$ cat src/rtl/lasso_trace_player.sv
// Replays a stored lasso trace: a finite prefix, then an endlessly repeated loop.
// Drives known lasso witnesses into liveness-to-safety monitors.
module lasso_trace_player #(
  parameter int WIDTH = 7,
  parameter int DEPTH = 16,
  parameter int AW    = $clog2(DEPTH)
) (
  input  logic             clk,
  input  logic             rst,
  input  logic             wr_en,
  input  logic [AW-1:0]    wr_addr,
  input  logic [WIDTH-1:0] wr_data,
  input  logic [AW:0]      prefix_len,
  input  logic [AW:0]      loop_len,
  input  logic             start,
  input  logic             stop,
  input  logic             trace_ready,
  output logic             trace_valid,
  output logic [WIDTH-1:0] trace_data,
  output logic             loop_start,
  output logic             in_loop,
  output logic [7:0]       lap_count,
  output logic             cfg_err,
  output logic             busy
);
  typedef enum logic [1:0] {IDLE, PREFIX, LOOP} state_t;

  localparam logic [AW+1:0] DEPTH_W = (AW+2)'(DEPTH);

  state_t           state, nxt_state;
  logic [WIDTH-1:0] mem [DEPTH];
  logic [AW-1:0]    ptr, nxt_ptr, loop_first;
  logic [AW:0]      plen, llen;
  logic [AW+1:0]    cfg_sum;
  logic [7:0]       nxt_lap;
  logic             cfg_ok, is_pre_last, is_loop_last;

  // Sum at AW+2 bits so two max-width lengths cannot wrap past the check.
  assign cfg_sum      = {1'b0, prefix_len} + {1'b0, loop_len};
  assign cfg_ok       = (loop_len != '0) && (cfg_sum <= DEPTH_W);
  assign loop_first   = plen[AW-1:0];
  assign is_pre_last  = ({1'b0, ptr} == plen - (AW+1)'(1));
  assign is_loop_last = ({1'b0, ptr} == plen + llen - (AW+1)'(1));
  assign busy         = (state != IDLE);

  always_ff @(posedge clk) begin
    if (wr_en && !stop && state == IDLE) mem[wr_addr] <= wr_data;
  end

  // ptr/state always describe the entry being presented; these give the one after it.
  always_comb begin
    nxt_state = state;
    nxt_ptr   = ptr + AW'(1);
    nxt_lap   = lap_count;
    if (state == PREFIX && is_pre_last) begin
      nxt_state = LOOP;
      nxt_ptr   = loop_first;
    end else if (state == LOOP && is_loop_last) begin
      nxt_ptr = loop_first;
      if (lap_count != 8'hFF) nxt_lap = lap_count + 8'd1;
    end
  end

  always_ff @(posedge clk or negedge rst) begin
    if (!rst) begin
      state       <= IDLE;
      ptr         <= '0;
      plen        <= '0;
      llen        <= '0;
      trace_valid <= 1'b0;
      trace_data  <= '0;
      loop_start  <= 1'b0;
      in_loop     <= 1'b0;
      lap_count   <= '0;
      cfg_err     <= 1'b0;
    end else if (stop) begin
      state       <= IDLE;
      trace_valid <= 1'b0;
      loop_start  <= 1'b0;
      in_loop     <= 1'b0;
    end else begin
      case (state)
        IDLE: begin
          if (start) begin
            if (cfg_ok) begin
              cfg_err   <= 1'b0;
              plen      <= prefix_len;
              llen      <= loop_len;
              lap_count <= '0;
              ptr       <= '0;
              if (prefix_len == '0) begin
                state   <= LOOP;
                in_loop <= 1'b1;
              end else begin
                state   <= PREFIX;
                in_loop <= 1'b0;
              end
            end else begin
              cfg_err <= 1'b1;
            end
          end
        end
        default: begin
          if (!trace_valid) begin
            // First fetch after start: ptr is 0 or prefix_len, lap_count is 0.
            trace_valid <= 1'b1;
            trace_data  <= mem[ptr];
            loop_start  <= (state == LOOP);
          end else if (trace_ready) begin
            state      <= nxt_state;
            ptr        <= nxt_ptr;
            lap_count  <= nxt_lap;
            trace_data <= mem[nxt_ptr];
            in_loop    <= (nxt_state == LOOP);
            loop_start <= (nxt_state == LOOP) && (nxt_ptr == loop_first) && (nxt_lap == 8'd0);
          end
        end
      endcase
    end
  end
endmodule

$ cat config.mk
export PLATFORM = sky130hd
export DESIGN_NAME = lasso_trace_player
export DESIGN_NICKNAME = d
export VERILOG_FILES = /design/src/rtl/lasso_trace_player.sv
export SDC_FILE = /design/constraint.sdc
export NUM_CORES = 1
export LEC_CHECK = 0
export ABC_AREA = 0
export CORE_MARGIN = 1
export CORE_UTILIZATION = 63
export CTS_CLUSTER_DIAMETER = 80
export DETAILED_ROUTE_END_ITERATION = 12
export GPL_ROUTABILITY_DRIVEN = 0
export PLACE_DENSITY = 0.94
export SETUP_SLACK_MARGIN = 0.05
export SLEW_MARGIN = 20
export SYNTH_ARGS = -nofsm -noshare
export SYNTH_HDL_FRONTEND = slang
export SYNTH_SLANG_ARGS = --single-unit
$ cat constraint.sdc
create_clock -name clk -period 9.1 [get_ports clk]
set_input_delay 1.82 -clock clk [delete_from_list [all_inputs] [get_ports clk]]
set_output_delay 1.82 -clock clk [all_outputs]
set_load 0.03 [all_outputs]
==> flow_summary.ini <==
[floorplanning]
dieArea_um2 = 13100
initial_core_util = 0.657
io_pins = 47
chipWidth_um = 115
core_um2 = 12200
rows = 40
die_y_um = 115

[place]
dp_hpwl_um = 13800
pre_cts_ws_ps = 4000
port-buffer-count = 46
dp.cells = 824
post_dp_cell_area_um2 = 8560

[outcome]
status = complete, no violations

[power]
p_leak_nw = 3.13
p_clk_frac = 0.325
fin_total_pwr_mw = 2.14
peakVddDrop_mv = 0.158
seq_power_share = 0.388
p_int_mw = 1.43
powerDensity_nw_per_um2 = 235
p_switching_uw = 715
switching_share = 0.333
power_frac_comb = 0.287

[clock_tree]
clk_pin_slew_worst_paths_ps = 60
numCtsBuffers = 17
cts_hold_buffers = 0
cts_tree = built
h-tree-depth = 4
clockBufferDepth = 2
clock-root-buffer = clkbuf_16
clk_latency_ps = 440
cts_sinks = 147
cts_resized = 0
post-cts-setup-buffers = 0

[drt]
drt_iter0_drc = 853
num_vias = 6155
drcViolationCount = 0
firstDrtPassIters = 7
wire_per_inst_um = 25.4
ant_nets = 0
via_per_inst = 7.19
totalWireLength_um = 21700

[sta]
setup_violations = 0
whs_ps = 515
drv_slew = 0
period_share = 0.540
slew_headroom = 0.283
finalHoldViolations = 0
tightestPinTransition_ps = 1050
fin_crit_ps = 4920
worst_slack_ps = 4180
clock_skew_ps = 8.95
fmax_ghz = 0.203
rsz0062_at_grt = false
fin_setup_tns_ps = 0

[worst_hold_path]
min-delay-start = llen[3]$_DFFE_PN0P_
hp-class = flop to flop
hold_end = llen[3]$_DFFE_PN0P_
whs_path_depth = 1

[layout]
stdcell_count = 856
ff_latch_area_um2 = 4240
drive_gt1_frac = 0.157
fin_area_um2 = 9140
fin_util = 0.752
fill_cells = 726
multi_input_area_um2 = 3500
num-nets-final = 719
synthToLayoutAreaGrowth_pct = 14.5
num_antenna_cells = 0

[grt]
grt_pass1_wl_um = 32800
grtUsageTotal = 0.351
overflow = 0
grt_start_max_net_pins = 41
grt_pass1_vias = 6054
antenna_found_initial = 0

[critical_path]
r2r_cells = 13
start_kind = flop
r2r_start = plen[2]$_DFFE_PN0P_
required_ps = 9390
r2r-end = trace_data[2]$_DFFE_PN0P_
critPathKind = flop to flop
rrSetupSlack_ps = 4180
crit_path_end_kind = flop
worst-endpoint-arrival_ps = 5210
critPathMaxFanout = 39
critical_path.startpoint = plen[2]$_DFFE_PN0P_

[run]
drv_cap = 0

[logic_synthesis]
yosysTopAreaCellShare = 0.421
yosysTopAreaCell = edfxtp_1
synth_fp_nets = 683
synth_flop_cell = edfxtp_1
avgSynthCellArea_um2 = 12.5
async_flop_share = 0.238
synth.ff_latch_count = 147
synth_edf_count = 112
ys_seq_area_frac = 0.531
synth_commonest_cells = 112 x edfxtp_1, 46 x nand3_1, 37 x nor2_1
ys_warn_count = 0
synth_area_um2 = 7990
synth_cell_types = 63
syn_inst = 639
synth_most_common_cell = edfxtp_1
netlist_top_cells_area = edfxtp_1 42%, dfrtp_1 11%, mux4_2 9.9%
[worst max-delay path, cell delays in order (launching register included)]
cell,delay [ps]
dfrtp_1,610
inv_1,220
ha_1,330
inv_1,60
fa_1,490
xor2_1,170
or4_4,520
or2_4,300
o211ai_2,160
buf_4,460
nand2_4,430
mux2_4,440
a2111oi_2,370
a31oi_1,180
[metal layers]
metal / up-vias / GRT usage / share of wire
li1: 2559 / - / -
met1: 2956 / 0.439 / 0.36
met2: 532 / 0.564 / 0.48
met3: 108 / 0.0974 / 0.11
met4: 0 / 0.179 / 0.052
met5: - / 0 / 0
[cell usage in the layout (no fill, tap or decap), types with 3 or more instances in the layout]
master             n
or3_1              4
mux4_2            35
nand2b_1           5
o221a_1            6
nand3_1           46
clkdlybuf4s50_1   45
xor2_1             6
o22ai_1            7
mux2i_1           22
o31ai_1            5
a2111oi_2          7
a31o_1             7
o21ai_0           35
inv_1             23
a31oi_1           11
o21ai_1           12
nor3_1            17
a21oi_1           33
edfxtp_1         112
xnor2_1           15
mux2_2             8
o21a_1             3
clkinv_2           3
nor2b_1            4
clkbuf_16         17
a21o_1            10
nand4_1            6
buf_4              9
dfrtp_1           33
inv_6              4
nand2_1           28
nor2_1            37
ha_1              15
mux2_4             6
[worst max-delay path by stage]
| stage | to | slack, ps | depth (start not counted) |
|---|---|---|---|
| after CTS | trace_data[2]$_DFFE_PN0P_ | 4280 | 13 |
| after global placement | ptr[0]$_DFFE_PN0P_ | 4140 | 9 |
| after detailed placement | ptr[0]$_DFFE_PN0P_ | 4000 | 9 |
| final | trace_data[2]$_DFFE_PN0P_ | 4180 | 13 |
| after global routing | trace_data[2]$_DFFE_PN0P_ | 4070 | 13 |
| after floorplan | lap_count[4]$_DFFE_PN0P_ | 4830 | 11 |
[sequential cells by signal, summed over array words and instances (netlist names)]
signal       count
ptr              4
state            2
trace_data       7
loop_start       1
llen             5
in_loop          1
plen             5
trace_valid      1
lap_count        8
cfg_err          1
mem            112
[cell type report]
cell class,instances,share of cell area
Clock buffer,17,0.0465
Clock inverter,15,0.0168
Inverter,24,0.00985
Multi-Input combinational cell,430,0.383
Sequential cell,147,0.464
Tap cell,168,0.0230
Timing Repair Buffer,55,0.0572
[power groups by stage]
stage	Sequential, mW	Clock (mW)	Combinational [mW]
6_report	0.832	0.697	0.615
5_1_grt	0.836	0.723	0.658
4_1_cts	0.830	0.695	0.609
3_5_place_dp	0.841	0	0.603
3_3_place_gp	0.839	0	0.574
2_1_floorplan	0.853	0	0.412
[cells by family after synthesis]
kind of cell,Yosys count,share of synthesized area
and+or+nand+nor,167,0.104
AOI/OAI and AO/OA,152,0.129
DFF,147,0.531
muxes,73,0.152
buffers and inverters,62,0.0326
xor gates and xnor gates,21,0.0230
adders and majority gates,17,0.0285
No activity file was read; power rests on OpenSTA's default activity.
